<file path="config.mk">
export PLATFORM = sky130hd
export DESIGN_NAME = cache_line_refill
export DESIGN_NICKNAME = d
export VERILOG_FILES = /design/src/rtl/cache_line_refill_pkg.sv /design/src/rtl/cache_line_refill.sv
export SDC_FILE = /design/constraint.sdc
export NUM_CORES = 1
export LEC_CHECK = 0
export CAP_MARGIN = 20
export CORE_MARGIN = 2
export CORE_UTILIZATION = 47
export DETAILED_ROUTE_END_ITERATION = 12
export GPL_TIMING_DRIVEN = 0
export PLACE_DENSITY = 0.82
export SLEW_MARGIN = 10
export SYNTH_ARGS = -nofsm -noshare
export SYNTH_HDL_FRONTEND = slang
export SYNTH_SLANG_ARGS = --single-unit
</file>
<file path="constraint.sdc">
create_clock -name clk -period 3.2 [get_ports clk]
set_input_delay 0.64 -clock clk [delete_from_list [all_inputs] [get_ports clk]]
set_output_delay 0.64 -clock clk [all_outputs]
set_load 0.01 [all_outputs]
</file>
<file path="src/rtl/cache_line_refill_pkg.sv">
// Shared cache package: refill FSM state encoding, line geometry and the
// AXI4 read-channel constants used by the line refill engine.
package cache_line_refill_pkg;

    // Refill engine states: wait for a miss, issue the burst address,
    // collect the beats, then write the packed line into the BRAM.
    typedef enum logic [1:0] {
        IDLE  = 2'd0,
        ADDR  = 2'd1,
        DATA  = 2'd2,
        WRITE = 2'd3
    } RefillState;

    localparam int LINE_WORDS = 8;
    localparam int LINE_BITS  = 256;

    localparam logic [1:0] AXI_BURST_INCR = 2'b01;
    localparam logic [1:0] AXI_BURST_WRAP = 2'b10;
    localparam logic [2:0] AXI_SIZE_4B    = 3'b010;
    localparam logic [1:0] AXI_RESP_OKAY  = 2'b00;

endpackage

</file>
<file path="src/rtl/cache_line_refill.sv">
// Data cache line refill engine. On a miss it issues one 8-beat AXI4 read
// burst, packs the beats into a 256-bit line and hands the line to the BRAM
// with a single-cycle write strobe.
//
// Build option: define REFILL_CRITICAL_WORD_EN to fetch critical-word-first
// with a WRAP burst starting at the missing word; otherwise the line is read
// with an INCR burst from the line-aligned address.
module cache_line_refill
    import cache_line_refill_pkg::*;
#(
    parameter int ADDR_WIDTH = 10,
    parameter int LINE_WORDS = 8
) (
    input  logic                  clk,
    input  logic                  rst,
    input  logic                  req_valid,
    output logic                  req_ready,
    input  logic [31:0]           req_paddr,
    input  logic [ADDR_WIDTH-1:0] req_waddr,
    output logic [31:0]           araddr,
    output logic [7:0]            arlen,
    output logic [2:0]            arsize,
    output logic [1:0]            arburst,
    output logic                  arvalid,
    input  logic                  arready,
    input  logic [31:0]           rdata,
    input  logic [1:0]            rresp,
    input  logic                  rlast,
    input  logic                  rvalid,
    output logic                  rready,
    output logic                  line_we,
    output logic [ADDR_WIDTH-1:0] line_waddr,
    output logic [LINE_BITS-1:0]  line_data,
    output logic                  done,
    output logic                  err,
    output logic                  crit_valid,
    output logic [31:0]           crit_data
);

    localparam logic [2:0] LAST_BEAT = 3'(LINE_WORDS - 1);

    RefillState                state_q;
    logic [2:0]                beatCnt_q;
    logic [2:0]                offset_q;
    logic [2:0]                start_q;
    logic [ADDR_WIDTH-4:0]     setBase_q;
    logic                      errAcc_q;

    logic                      reqReady_q;
    logic [31:0]               araddr_q;
    logic                      arvalid_q;
    logic                      rready_q;
    logic                      lineWe_q;
    logic [ADDR_WIDTH-1:0]     lineWaddr_q;
    logic [LINE_BITS-1:0]      lineData_q;
    logic                      done_q;
    logic                      err_q;
    logic                      critValid_q;
    logic [31:0]               critData_q;

    logic [2:0]                beatWord;
    logic                      lastBeat;
    logic                      beatErr;
    logic                      unusedBits;

    // Word slot for the current beat, whether it closes the burst, and
    // whether it breaks the response/rlast rules.
    assign beatWord   = start_q + beatCnt_q;
    assign lastBeat   = (beatCnt_q == LAST_BEAT);
    assign beatErr    = (rresp != AXI_RESP_OKAY) || (rlast != lastBeat);
    assign unusedBits = ^{req_paddr[1:0], req_waddr[2:0]};

    // Refill FSM with all interface outputs registered alongside the state.
    always_ff @(posedge clk) begin
        if (rst) begin
            state_q     <= IDLE;
            beatCnt_q   <= 3'd0;
            offset_q    <= 3'd0;
            start_q     <= 3'd0;
            setBase_q   <= '0;
            errAcc_q    <= 1'b0;
            reqReady_q  <= 1'b1;
            araddr_q    <= 32'd0;
            arvalid_q   <= 1'b0;
            rready_q    <= 1'b0;
            lineWe_q    <= 1'b0;
            lineWaddr_q <= '0;
            lineData_q  <= '0;
            done_q      <= 1'b0;
            err_q       <= 1'b0;
            critValid_q <= 1'b0;
            critData_q  <= 32'd0;
        end else begin
            lineWe_q    <= 1'b0;
            done_q      <= 1'b0;
            err_q       <= 1'b0;
            critValid_q <= 1'b0;
            case (state_q)
                IDLE: begin
                    if (req_valid && reqReady_q) begin
                        reqReady_q <= 1'b0;
                        arvalid_q  <= 1'b1;
                        offset_q   <= req_paddr[4:2];
                        setBase_q  <= req_waddr[ADDR_WIDTH-1:3];
                        beatCnt_q  <= 3'd0;
                        errAcc_q   <= 1'b0;
`ifdef REFILL_CRITICAL_WORD_EN
                        araddr_q   <= {req_paddr[31:2], 2'b00};
                        start_q    <= req_paddr[4:2];
`else
                        araddr_q   <= {req_paddr[31:5], 5'b00000};
                        start_q    <= 3'd0;
`endif
                        state_q    <= ADDR;
                    end
                end
                ADDR: begin
                    if (arready) begin
                        arvalid_q <= 1'b0;
                        rready_q  <= 1'b1;
                        state_q   <= DATA;
                    end
                end
                DATA: begin
                    if (rvalid) begin
                        lineData_q[{beatWord, 5'b00000} +: 32] <= rdata;
                        beatCnt_q <= beatCnt_q + 3'd1;
                        errAcc_q  <= errAcc_q | beatErr;
                        if (beatWord == offset_q) begin
                            critValid_q <= 1'b1;
                            critData_q  <= rdata;
                        end
                        if (lastBeat) begin
                            rready_q    <= 1'b0;
                            lineWe_q    <= 1'b1;
                            done_q      <= 1'b1;
                            err_q       <= errAcc_q | beatErr;
                            lineWaddr_q <= {setBase_q, 3'b000};
                            state_q     <= WRITE;
                        end
                    end
                end
                WRITE: begin
                    reqReady_q <= 1'b1;
                    state_q    <= IDLE;
                end
                default: begin
                    state_q <= IDLE;
                end
            endcase
        end
    end

    assign req_ready  = reqReady_q;
    assign araddr     = araddr_q;
    assign arlen      = 8'(LINE_WORDS - 1);
    assign arsize     = AXI_SIZE_4B;
`ifdef REFILL_CRITICAL_WORD_EN
    assign arburst    = AXI_BURST_WRAP;
`else
    assign arburst    = AXI_BURST_INCR;
`endif
    assign arvalid    = arvalid_q;
    assign rready     = rready_q;
    assign line_we    = lineWe_q;
    assign line_waddr = lineWaddr_q;
    assign line_data  = lineData_q;
    assign done       = done_q;
    assign err        = err_q;
    assign crit_valid = critValid_q;
    assign crit_data  = critData_q;

endmodule

</file>
==> results of run 1 <==
==> worst min-delay path: cells and delay by family (launching register included) <==
family | cells | cell delay, ns
AND/OR/NAND/NOR | 1 | 0.05
AO/OA/AOI/OAI | 1 | 0.05
flip-flops | 1 | 0.31
==> cell families after synthesis <==
family | after synthesis
simple gates | 539
flops | 344
mux | 219
compound gates | 194
buf+inv | 156
fa+ha+maj | 12
xor+xnor | 4
other cells | 2
==> synth_stat cells (3+ instances only) <==
cell,n
nor3_1,3
inv_1,11
ha_1,12
buf_2,37
nand2_1,416
a21oi_1,82
xnor2_1,3
o21ai_0,30
clkbuf_1,55
dfxtp_1,344
o32ai_1,5
nor2b_1,28
nor4_1,7
buf_1,7
buf_6,6
nor2_1,4
nand4_1,34
nor3b_2,4
o31ai_2,30
nand2b_1,7
nand3_1,15
mux2i_1,219
a31o_1,6
buf_4,39
o211ai_1,25
nand4b_1,3
o31ai_1,3
==> final cells by class <==
| class | count | area, um^2 | share of cell area (%) |
|---|---|---|---|
| Buffer | 144 | 778 | 3.96 |
| Antenna cell | 2 | 5.00 | 0.0255 |
| Sequential cell | 344 | 6890 | 35.1 |
| Tap cell | 384 | 480 | 2.45 |
| Clock buffer | 54 | 1070 | 5.46 |
| Clock inverter | 10 | 129 | 0.656 |
| Multi-Input combinational cell | 989 | 6200 | 31.6 |
| Timing Repair Buffer | 404 | 4040 | 20.6 |
| Inverter | 12 | 45.0 | 0.229 |
==> stage by stage <==
step           hold WS [ns]  utilization [%]  std cells  instance area (um^2)
6_report              0.449             68.1       2343                 19600
4_1_cts               0.448             68.0       2341                 19600
3_5_place_dp          0.443             63.9       2277                 18400
5_1_grt               0.468             68.1       2342                 19600
3_3_place_gp          0.438             63.9       2277                 18400
2_1_floorplan         0.432                -       1489                 13900
==> flip-flops by register name (all words and copies together), names as in the netlist <==
register / count
req_ready: 1
crit_data: 32
err: 1
offset_q: 3
state_q: 2
line_data: 256
rready: 1
beatCnt_q: 3
done: 1
araddr: 27
arvalid: 1
errAcc_q: 1
setBase_q: 7
line_waddr: 7
crit_valid: 1
==> power by group through the flow <==
| stage | sequential (mW) | clock (mW) | combinational [mW] |
|---|---|---|---|
| 2_1_floorplan | 4.73 | 0 | 0.775 |
| 3_3_place_gp | 4.67 | 0 | 1.50 |
| 3_5_place_dp | 4.68 | 0 | 1.54 |
| 4_1_cts | 4.59 | 4.31 | 1.54 |
| 5_1_grt | 4.61 | 4.48 | 1.67 |
| 6_report | 4.59 | 4.29 | 1.55 |
==> per-layer routing <==
layer / part of all wire, % / GRT usage, %
met5: 0 / 0
met4: 5.8 / 16.7
met3: 8.3 / 6.97
met2: 48 / 51.3
met1: 38 / 35.3
==> how the worst max path moves through the flow <==
stage / to / slack (ns) / depth (start not counted)
3_5_place_dp: line_data[179] / 0.30 / 10
3_3_place_gp: line_data[185] / 0.40 / 10
2_1_floorplan: line_data[131] / 0.78 / 10
5_1_grt: line_data[185] / 0.12 / 10
6_report: line_data[185] / 0.23 / 10
4_1_cts: line_data[185] / 0.27 / 10
==> metrics.csv, run 1 <==
stage;metric;value;unit
sta;fin. max-slew vios;0;
grt;first-pass GRT wire length;72.5;mm
place;IO buf count;404;
yosys;simple-gate share of the synthesized area;17.2;%
yosys;syn avg cell area;9.41;um^2
clock_network;Clock Latency Late Sink;0.52;ns
power_and_ir_drop;sequential share of power;44.0;%
power_and_ir_drop;Pint;7.70;mW
worst_setup_path;CP Capture Type;register;
clock_network;post-cts resize count;0;
sta;Final Setup Violations;0;
place;DP Wirelength;37.6;mm
floorplanning;Top Ports;432;
drt;wire length per cell;20.8;um
hold_path;HP Start;setBase_q[4];
final_layout;Post-layout nets;2026;
drt;drt via density;5.44;
worst_setup_path;Critical R2R Capture;line_data[185];
worst_setup_path;type of origin of the critical path;register;
sta;Final Cycle Share;92.9;%
floorplanning;FP Rows;62;
yosys;Yosys warnings;0;
grt;initial antenna violation count;2;
yosys;top-area cell type share of the netlist area;49.8;%
yosys;post-synthesis cell type count;54;
hold_path;hold path cells;2;
drt;First DRT Iteration DRCs;781;
yosys;Synth Flop Type;dfxtp_1;
worst_setup_path;Crit-path slowest cell;ha_1;
worst_setup_path;critical path arrival;3.41;ns
clock_network;Clock Path Buffers;3;
sta;Fmax;336;MHz
place;pre-CTS setup slack;0.299;ns
sta;relative slew slack;48.6;%
sta;final setup TNS;0;ns
sta;RSZ-0062 raised after global routing;no;
clock_network;clock sinks;344;
power_and_ir_drop;power share of the clock group;41.1;%
yosys;largest family of logic cells by synthesized area;simple AND/OR/NAND/NOR gates;
worst_setup_path;Crit Path Max Fanout;10;
floorplanning;Starting Density;48.0;%
yosys;Synth Area in Compound Gates;9.87;%
clock_network;cts hold-fix bufs;0;
worst_setup_path;Setup Crit Path Kind;reg2reg;
floorplanning;Core ar.;28900;um^2
clock_network;postcts setup bufs;0;
yosys;Synth area leaders;dfxtp_1 (50%), mux2i_1 (16%), nand2_1 (11%);
power_and_ir_drop;Leak Pwr;7.29;nW
yosys;sequential share of the synthesized area;49.8;%
sta;Fin. Hold Viols;0;
drt;Total Wirelength;48.7;mm
drt;routed vias;12736;
floorplanning;Die Y;176;um
yosys;Yosys reg bits;344;
clock_network;total CTS buffers;37;
clock_network;TritonCTS clock tree;yes;
drt;drc violations;0;
hold_path;Hold Path Class;reg2reg;
final_layout;layout cells sized above 1;9.35;%
power_and_ir_drop;net switching power;2.73;mW
yosys;synthesized instance count;1470;
worst_setup_path;slowest cell delay on critical path;0.41;ns
worst_setup_path;crit path from;beatCnt_q[0];
yosys;Post-synth EDFFs;0;
worst_setup_path;crit-path leading delay family;buffers and inverters;
power_and_ir_drop;combinational fraction of design power;14.9;%
yosys;XOR/XNOR Fraction of Synth Area;0.253;%
sta;Clock Skews;0.0184;ns
final_layout;fillers;2270;
drt;post-route ant nets;0;
worst_setup_path;RR Startpoint;beatCnt_q[0];
floorplanning;die footprint;30800;um^2
power_and_ir_drop;pwr/cell area;531;nW/um^2
yosys;Post-Synth Adder-Cell Area;1.08;%
final_layout;commonest non-fill, non-tap cells in the layout;nand2_1 (416), clkdlybuf4s50_1 (404), dfxtp_1 (344), mux2i_1 (219), a21oi_1 (82);
clock_network;Worst-path clk slew;0.06;ns
worst_setup_path;Critical Path RT;3.64;ns
power_and_ir_drop;total power;10.4;mW
run;number of max-cap violations;0;
worst_setup_path;R2R Setup Slk;0.23;ns
floorplanning;Die X;176;um
outcome;status;finished, final reports clean;
drt;drt pass-1 iters;5;
grt;GRT overflow;0;
yosys;synthesized area;13800;um^2
grt;largest net degree at the start of global routing;14;
hold_path;Hold EP;line_waddr[7];
final_layout;Area Overhead vs Synth;41.9;%
power_and_ir_drop;switch share;26.2;%
yosys;Yosys top cell by area;dfxtp_1;
worst_setup_path;Worst Reg-to-Reg Cells;10;
final_layout;most common cell after layout, fill and taps aside;nand2_1;
power_and_ir_drop;Max rail drop VDD;0.520;mV
grt;vias in the first global route;12757;
worst_setup_path;buffers plus inverters on the worst setup path;5;
clock_network;H-tree Lvls;2;
sta;worst slew pin tran;0.767;ns
clock_network;root buf cell;clkbuf_16;
yosys;asr flop ratio synth;0;%
worst_setup_path;worst path cell trace;buf_4, buf_2, inv_1, ha_1, ha_1, and4b_1, nor2b_1, clkbuf_1, buf_4, mux2i_1;
place;Placer Congestion;0.897;
grt;gr usage total;30.2;%
sta;minimum clock period;2.97;ns
yosys;mux cell area share after synthesis;15.8;%
sta;final worst setup slack;0.226;ns
(Power assumes the default switching activity.)
==> run 2, diff against run 1 <==
--- a/config.mk
+++ b/config.mk
@@ -6,11 +6,13 @@
 export NUM_CORES = 1
 export LEC_CHECK = 0
 export CAP_MARGIN = 20
-export CORE_MARGIN = 2
-export CORE_UTILIZATION = 47
+export CORE_AREA = 2 2 167 169
+export CTS_BUF_LIST = sky130_fd_sc_hd__clkbuf_4
 export DETAILED_ROUTE_END_ITERATION = 12
+export DIE_AREA = 0 0 169 171
+export DONT_BUFFER_PORTS = 1
 export GPL_TIMING_DRIVEN = 0
-export PLACE_DENSITY = 0.82
+export PLACE_DENSITY = 0.67
 export SLEW_MARGIN = 10
 export SYNTH_ARGS = -nofsm -noshare
 export SYNTH_HDL_FRONTEND = slang
==> run 2 against run 1 <==
  * Sequential share of layout area is 9.8 points higher
  * Count of clock-buffer cells in the layout is 70 higher
  * Via count is 12% lower
  * Flip-flop and latch count stayed put
==> metrics.csv, run 2 (same netlist as run 1, synthesis figures left out) <==
stage;metric;value;unit
outcome;status;finished, final reports clean;
floorplanning;Die X;169;um
worst_setup_path;critical path arrival;3.57;ns
floorplanning;FP Rows;61;
worst_setup_path;Critical Path RT;3.83;ns
hold_path;Hold Path Class;in2reg;
sta;Final Setup Violations;0;
clock_network;TritonCTS clock tree;yes;
floorplanning;Die Y;171;um
sta;final setup TNS;0;ns
place;pre-CTS setup slack;0.299;ns
clock_network;postcts setup bufs;0;
place;DP Wirelength;33.5;mm
worst_setup_path;crit-path leading delay family;buffers and inverters;
drt;routed vias;11204;
drt;Total Wirelength;44.6;mm
final_layout;Finished Layout Cells;1970;
run;number of max-cap violations;0;
grt;GRT overflow;0;
drt;drc violations;0;
worst_setup_path;worst path cell trace;buf_4, buf_2, inv_1, ha_1, ha_1, and4b_1, nor2b_1, clkbuf_1, buf_4, mux2i_1;
clock_network;cts hold-fix bufs;0;
final_layout;commonest non-fill, non-tap cells in the layout;nand2_1 (416), dfxtp_1 (344), mux2i_1 (219), clkbuf_4 (124), a21oi_1 (82);
final_layout;fillers;2535;
worst_setup_path;Critical R2R Capture;line_data[189];
grt;largest net degree at the start of global routing;14;
worst_setup_path;crit path from;beatCnt_q[0];
worst_setup_path;CP Capture Type;register;
floorplanning;Top Ports;432;
sta;minimum clock period;2.94;ns
power_and_ir_drop;total power;9.29;mW
drt;post-route ant nets;0;
clock_network;total CTS buffers;87;
worst_setup_path;RR Startpoint;beatCnt_q[0];
sta;RSZ-0062 raised after global routing;no;
final_layout;Area Overhead vs Synth;11.0;%
clock_network;Clock Path Buffers;3;
sta;Fin. Hold Viols;0;
final_layout;max FFs per register;256;
clock_network;clock sinks;344;
power_and_ir_drop;Max rail drop VDD;0.445;mV
final_layout;Post-layout nets;1672;
floorplanning;Core ar.;27300;um^2
worst_setup_path;R2R Setup Slk;0.26;ns
drt;wire length per cell;22.7;um
clock_network;Worst-path clk slew;0.07;ns
worst_setup_path;Crit-path slowest cell;ha_1;
place;Placer Congestion;0.876;
power_and_ir_drop;Leak Pwr;5.89;nW
worst_setup_path;Setup Crit Path Kind;reg2reg;
sta;relative slew slack;51.6;%
power_and_ir_drop;pwr/cell area;605;nW/um^2
sta;Fmax;340;MHz
worst_setup_path;Crit. path cell count;10;
worst_setup_path;Worst Reg-to-Reg Cells;10;
final_layout;Reg area;6890;um^2
grt;vias in the first global route;11118;
final_layout;multi-input logic area;6200;um^2
clock_network;root buf cell;clkbuf_4;
drt;First DRT Iteration DRCs;682;
place;Placed Cells;1835;
sta;Min Hold Slack;0.0546;ns
sta;Final Cycle Share;91.9;%
worst_setup_path;type of origin of the critical path;register;
place;IO buf count;0;
final_layout;layout cells sized above 1;16.0;%
grt;gr usage total;29.8;%
floorplanning;Starting Density;50.7;%
final_layout;most common cell after layout, fill and taps aside;nand2_1;
drt;drt pass-1 iters;5;
clock_network;H-tree Lvls;3;
sta;worst slew pin tran;0.726;ns
worst_setup_path;slowest cell delay on critical path;0.41;ns
worst_setup_path;CP endpoint;line_data[189];
sta;final worst setup slack;0.258;ns
floorplanning;die footprint;28900;um^2
drt;drt via density;5.69;
clock_network;Clock Latency Late Sink;0.72;ns
sta;Clock Skews;0.0611;ns
grt;first-pass GRT wire length;65.7;mm
sta;fin. max-slew vios;0;
worst_setup_path;buffers plus inverters on the worst setup path;5;
clock_network;post-cts resize count;0;
grt;initial antenna violation count;1;
worst_setup_path;Crit Path Max Fanout;10;
==> run 2: cell types whose count changed in the layout (fill, tap and decap cells not counted), sizes merged <==
cell | previous run | this run
clkinvlp | 0 | 1
diode | 2 | 1
bufinv | 3 | 1
clkbuf | 109 | 179
inv | 13 | 14
clkdlybuf4s50 | 404 | 0
==> run 2: layout make-up <==
type,count,area share [%]
clock buffer,124,6.06
sequential,344,44.8
multi-input combinational,989,40.4
tap,346,2.82
antenna,1,0.0163
buffer,144,5.07
clock inverter,10,0.546
inverter,12,0.293
==> run 2: stage by stage <==
stage                     instance area, um^2  util, %
after floorplan                         13900        -
after global placement                  14300     52.5
after detailed placement                14300     52.5
after CTS                               15400     56.2
after global routing                    15400     56.2
final                                   15400     56.2
==> run 2: worst min-delay path by stage <==
stage                             start        endpoint  slack [ns]  cells after the start
after floorplan            setBase_q[0]   line_waddr[3]        0.43                      2
after global placement     setBase_q[3]   line_waddr[6]        0.44                      2
after detailed placement   setBase_q[5]    setBase_q[5]        0.45                      2
after CTS                 req_paddr[12]      araddr[12]       0.003                      2
after global routing          rdata[20]  line_data[148]       0.005                      2
final                     req_paddr[28]      araddr[28]        0.05                      2
==> run 2: worst register-to-register path: stages (launching register included) <==
cell	delay, ns
dfxtp_1	0.36
buf_4	0.19
buf_2	0.26
inv_1	0.12
ha_1	0.24
ha_1	0.41
and4b_1	0.37
nor2b_1	0.16
clkbuf_1	0.26
buf_4	0.29
mux2i_1	0.22
==> run 2: report_power, final <==
group / switching, mW / internal [mW] / leakage, nW
Sequential: 0.215 / 4.47 / 2.78
Clock: 1.72 / 1.84 / 0.608
Combinational: 0.691 / 0.344 / 2.51
Total: 2.63 / 6.66 / 5.89
==> run 2: layer usage <==
metal	global-route usage [%]	up-vias	wire (um)	part of all wire (%)
li1	-	5233	-	-
met1	33.1	5343	16900	38
met2	51.4	520	21700	49
met3	11.1	108	4380	9.8
met4	12.4	0	1700	3.8
met5	0	-	0	0
==> run 3, diff against run 2 <==
--- a/config.mk
+++ b/config.mk
@@ -6,14 +6,15 @@
 export NUM_CORES = 1
 export LEC_CHECK = 0
 export CAP_MARGIN = 20
-export CORE_AREA = 2 2 167 169
+export CELL_PAD_IN_SITES_DETAIL_PLACEMENT = 0
+export CELL_PAD_IN_SITES_GLOBAL_PLACEMENT = 1
+export CORE_MARGIN = 2
+export CORE_UTILIZATION = 30
 export CTS_BUF_LIST = sky130_fd_sc_hd__clkbuf_4
 export DETAILED_ROUTE_END_ITERATION = 12
-export DIE_AREA = 0 0 169 171
 export DONT_BUFFER_PORTS = 1
 export GPL_TIMING_DRIVEN = 0
-export PLACE_DENSITY = 0.67
-export SLEW_MARGIN = 10
+export PLACE_DENSITY = 0.56
 export SYNTH_ARGS = -nofsm -noshare
 export SYNTH_HDL_FRONTEND = slang
 export SYNTH_SLANG_ARGS = --single-unit
==> run 3 against run 2 <==
  * Hold slack better by 0.062 ns
  * Clock skew decreased by 0.023 ns
  * Register-to-register slack about the same
  * Critical endpoint is now line_data[190]
  * Wire length grew 22%
  * Highest routed layer is now met5
  * First-iteration DRC count fell by 5.7%
  * Non-clock buffer count rose by 74
==> metrics.csv, run 3 (same netlist as run 1, synthesis figures left out) <==
stage;metric;value;unit
grt;GRT overflow;0;
clock_network;H-tree Lvls;3;
final_layout;Area Overhead vs Synth;20.2;%
power_and_ir_drop;Max rail drop VDD;0.284;mV
place;IO buf count;0;
clock_network;TritonCTS clock tree;yes;
grt;first-pass GRT wire length;78.0;mm
final_layout;commonest non-fill, non-tap cells in the layout;nand2_1 (416), dfxtp_1 (344), mux2i_1 (219), clkbuf_4 (146), a21oi_1 (82);
worst_setup_path;CP Capture Type;register;
final_layout;max FFs per register;256;
sta;Final Cycle Share;92.4;%
grt;largest net degree at the start of global routing;15;
final_layout;most common cell after layout, fill and taps aside;nand2_1;
drt;Total Wirelength;54.3;mm
sta;RSZ-0062 raised after global routing;no;
clock_network;Worst-path clk slew;0.08;ns
sta;minimum clock period;2.96;ns
sta;Final Setup Violations;0;
floorplanning;Core ar.;45500;um^2
drt;post-route ant nets;0;
drt;routed vias;11418;
sta;Fmax;338;MHz
sta;relative slew slack;35.4;%
clock_network;total CTS buffers;99;
final_layout;Finished Layout Cells;2335;
sta;worst slew pin tran;0.965;ns
worst_setup_path;Setup Crit Path Kind;reg2reg;
place;Placer Congestion;0.792;
floorplanning;Top Ports;432;
worst_setup_path;Critical Path RT;3.94;ns
sta;Clock Skews;0.0384;ns
clock_network;Clock Latency Late Sink;0.83;ns
outcome;status;finished, final reports clean;
worst_setup_path;type of origin of the critical path;register;
drt;First DRT Iteration DRCs;643;
grt;vias in the first global route;11490;
clock_network;Clock Path Buffers;3;
clock_network;root buf cell;clkbuf_4;
floorplanning;die footprint;47900;um^2
sta;final setup TNS;0;ns
floorplanning;FP Rows;78;
sta;Fin. Hold Viols;0;
run;number of max-cap violations;0;
final_layout;Post-layout nets;1758;
drt;drc violations;0;
hold_path;Hold Path Class;in2reg;
power_and_ir_drop;pwr/cell area;599;nW/um^2
place;DP Wirelength;40.2;mm
final_layout;fillers;4795;
drt;drt via density;4.89;
floorplanning;Starting Density;30.4;%
sta;fin. max-slew vios;0;
clock_network;clock sinks;344;
drt;wire length per cell;23.3;um
floorplanning;Die X;219;um
worst_setup_path;Crit Path Max Fanout;10;
grt;initial antenna violation count;3;
grt;gr usage total;22.3;%
place;Placed Cells;2089;
floorplanning;Die Y;219;um
power_and_ir_drop;Leak Pwr;6.34;nW
final_layout;layout cells sized above 1;16.6;%
worst_setup_path;critical path arrival;3.70;ns
drt;drt pass-1 iters;5;
[run 3: where the power goes]
| part | internal, mW | switching [mW] |
|---|---|---|
| clock network | 2.15 | 1.95 |
| logic | 0.403 | 0.758 |
| registers | 4.47 | 0.223 |
| total | 7.03 | 2.94 |
[run 3: what timing repair did]
| item | CTS | global route |
|---|---|---|
| setup buffers | 0 | 0 |
| endpoints found under the setup margin | 0 | 6 |
| hold buffers | 74 | 0 |
| resized for setup | 0 | 2 |
| hold endpoints to repair | 159 | 0 |
[run 3: per-stage QoR]
step	hold WS [ns]	power, mW	setup slack [ns]	instance area, um^2	util (%)
6_report	0.117	9.96	0.244	16600	36.6
2_1_floorplan	0.432	5.51	0.785	13900	-
3_3_place_gp	0.439	5.85	0.110	14700	32.2
3_5_place_dp	0.444	5.86	0.135	14700	32.2
4_1_cts	0.0293	10.1	0.111	16600	36.6
5_1_grt	0.0787	10.5	0.0283	16600	36.6
[run 3: final timing paths]
check                                   from             end  slack (ns)  cells past startpoint
worst max register to register  beatCnt_q[0]  line_data[190]        0.24                     10
worst min-delay path                rdata[7]  line_data[167]        0.12                      2
worst min register to register  setBase_q[3]   line_waddr[6]        0.45                      2
worst max-delay path            beatCnt_q[0]  line_data[190]        0.24                     10
[run 3: critical path: stages (launching register included)]
cell,delay [ns]
dfxtp_1,0.36
buf_4,0.19
buf_2,0.26
inv_1,0.12
ha_1,0.23
ha_1,0.42
and4b_1,0.40
nor2b_1,0.22
clkbuf_1,0.19
buf_4,0.25
mux2i_1,0.22
[run 3: layout make-up]
type	instances	area [um^2]	share of cell area (%)
Antenna cell	2	5.00	0.0301
Buffer	144	779	4.69
Clock buffer	146	1100	6.59
Clock inverter	24	133	0.797
Inverter	12	45.0	0.271
Multi-Input combinational cell	989	6200	37.3
Sequential cell	344	6890	41.4
Tap cell	600	751	4.51
Timing Repair Buffer	74	741	4.45
[run 3: metal layers]
metal	up-vias	part of all wire (%)	track usage (%)
li1	5428	-	-
met1	5470	39	25.3
met2	425	49	37.5
met3	93	9.2	8.69
met4	2	2.9	9.01
met5	-	0.024	0
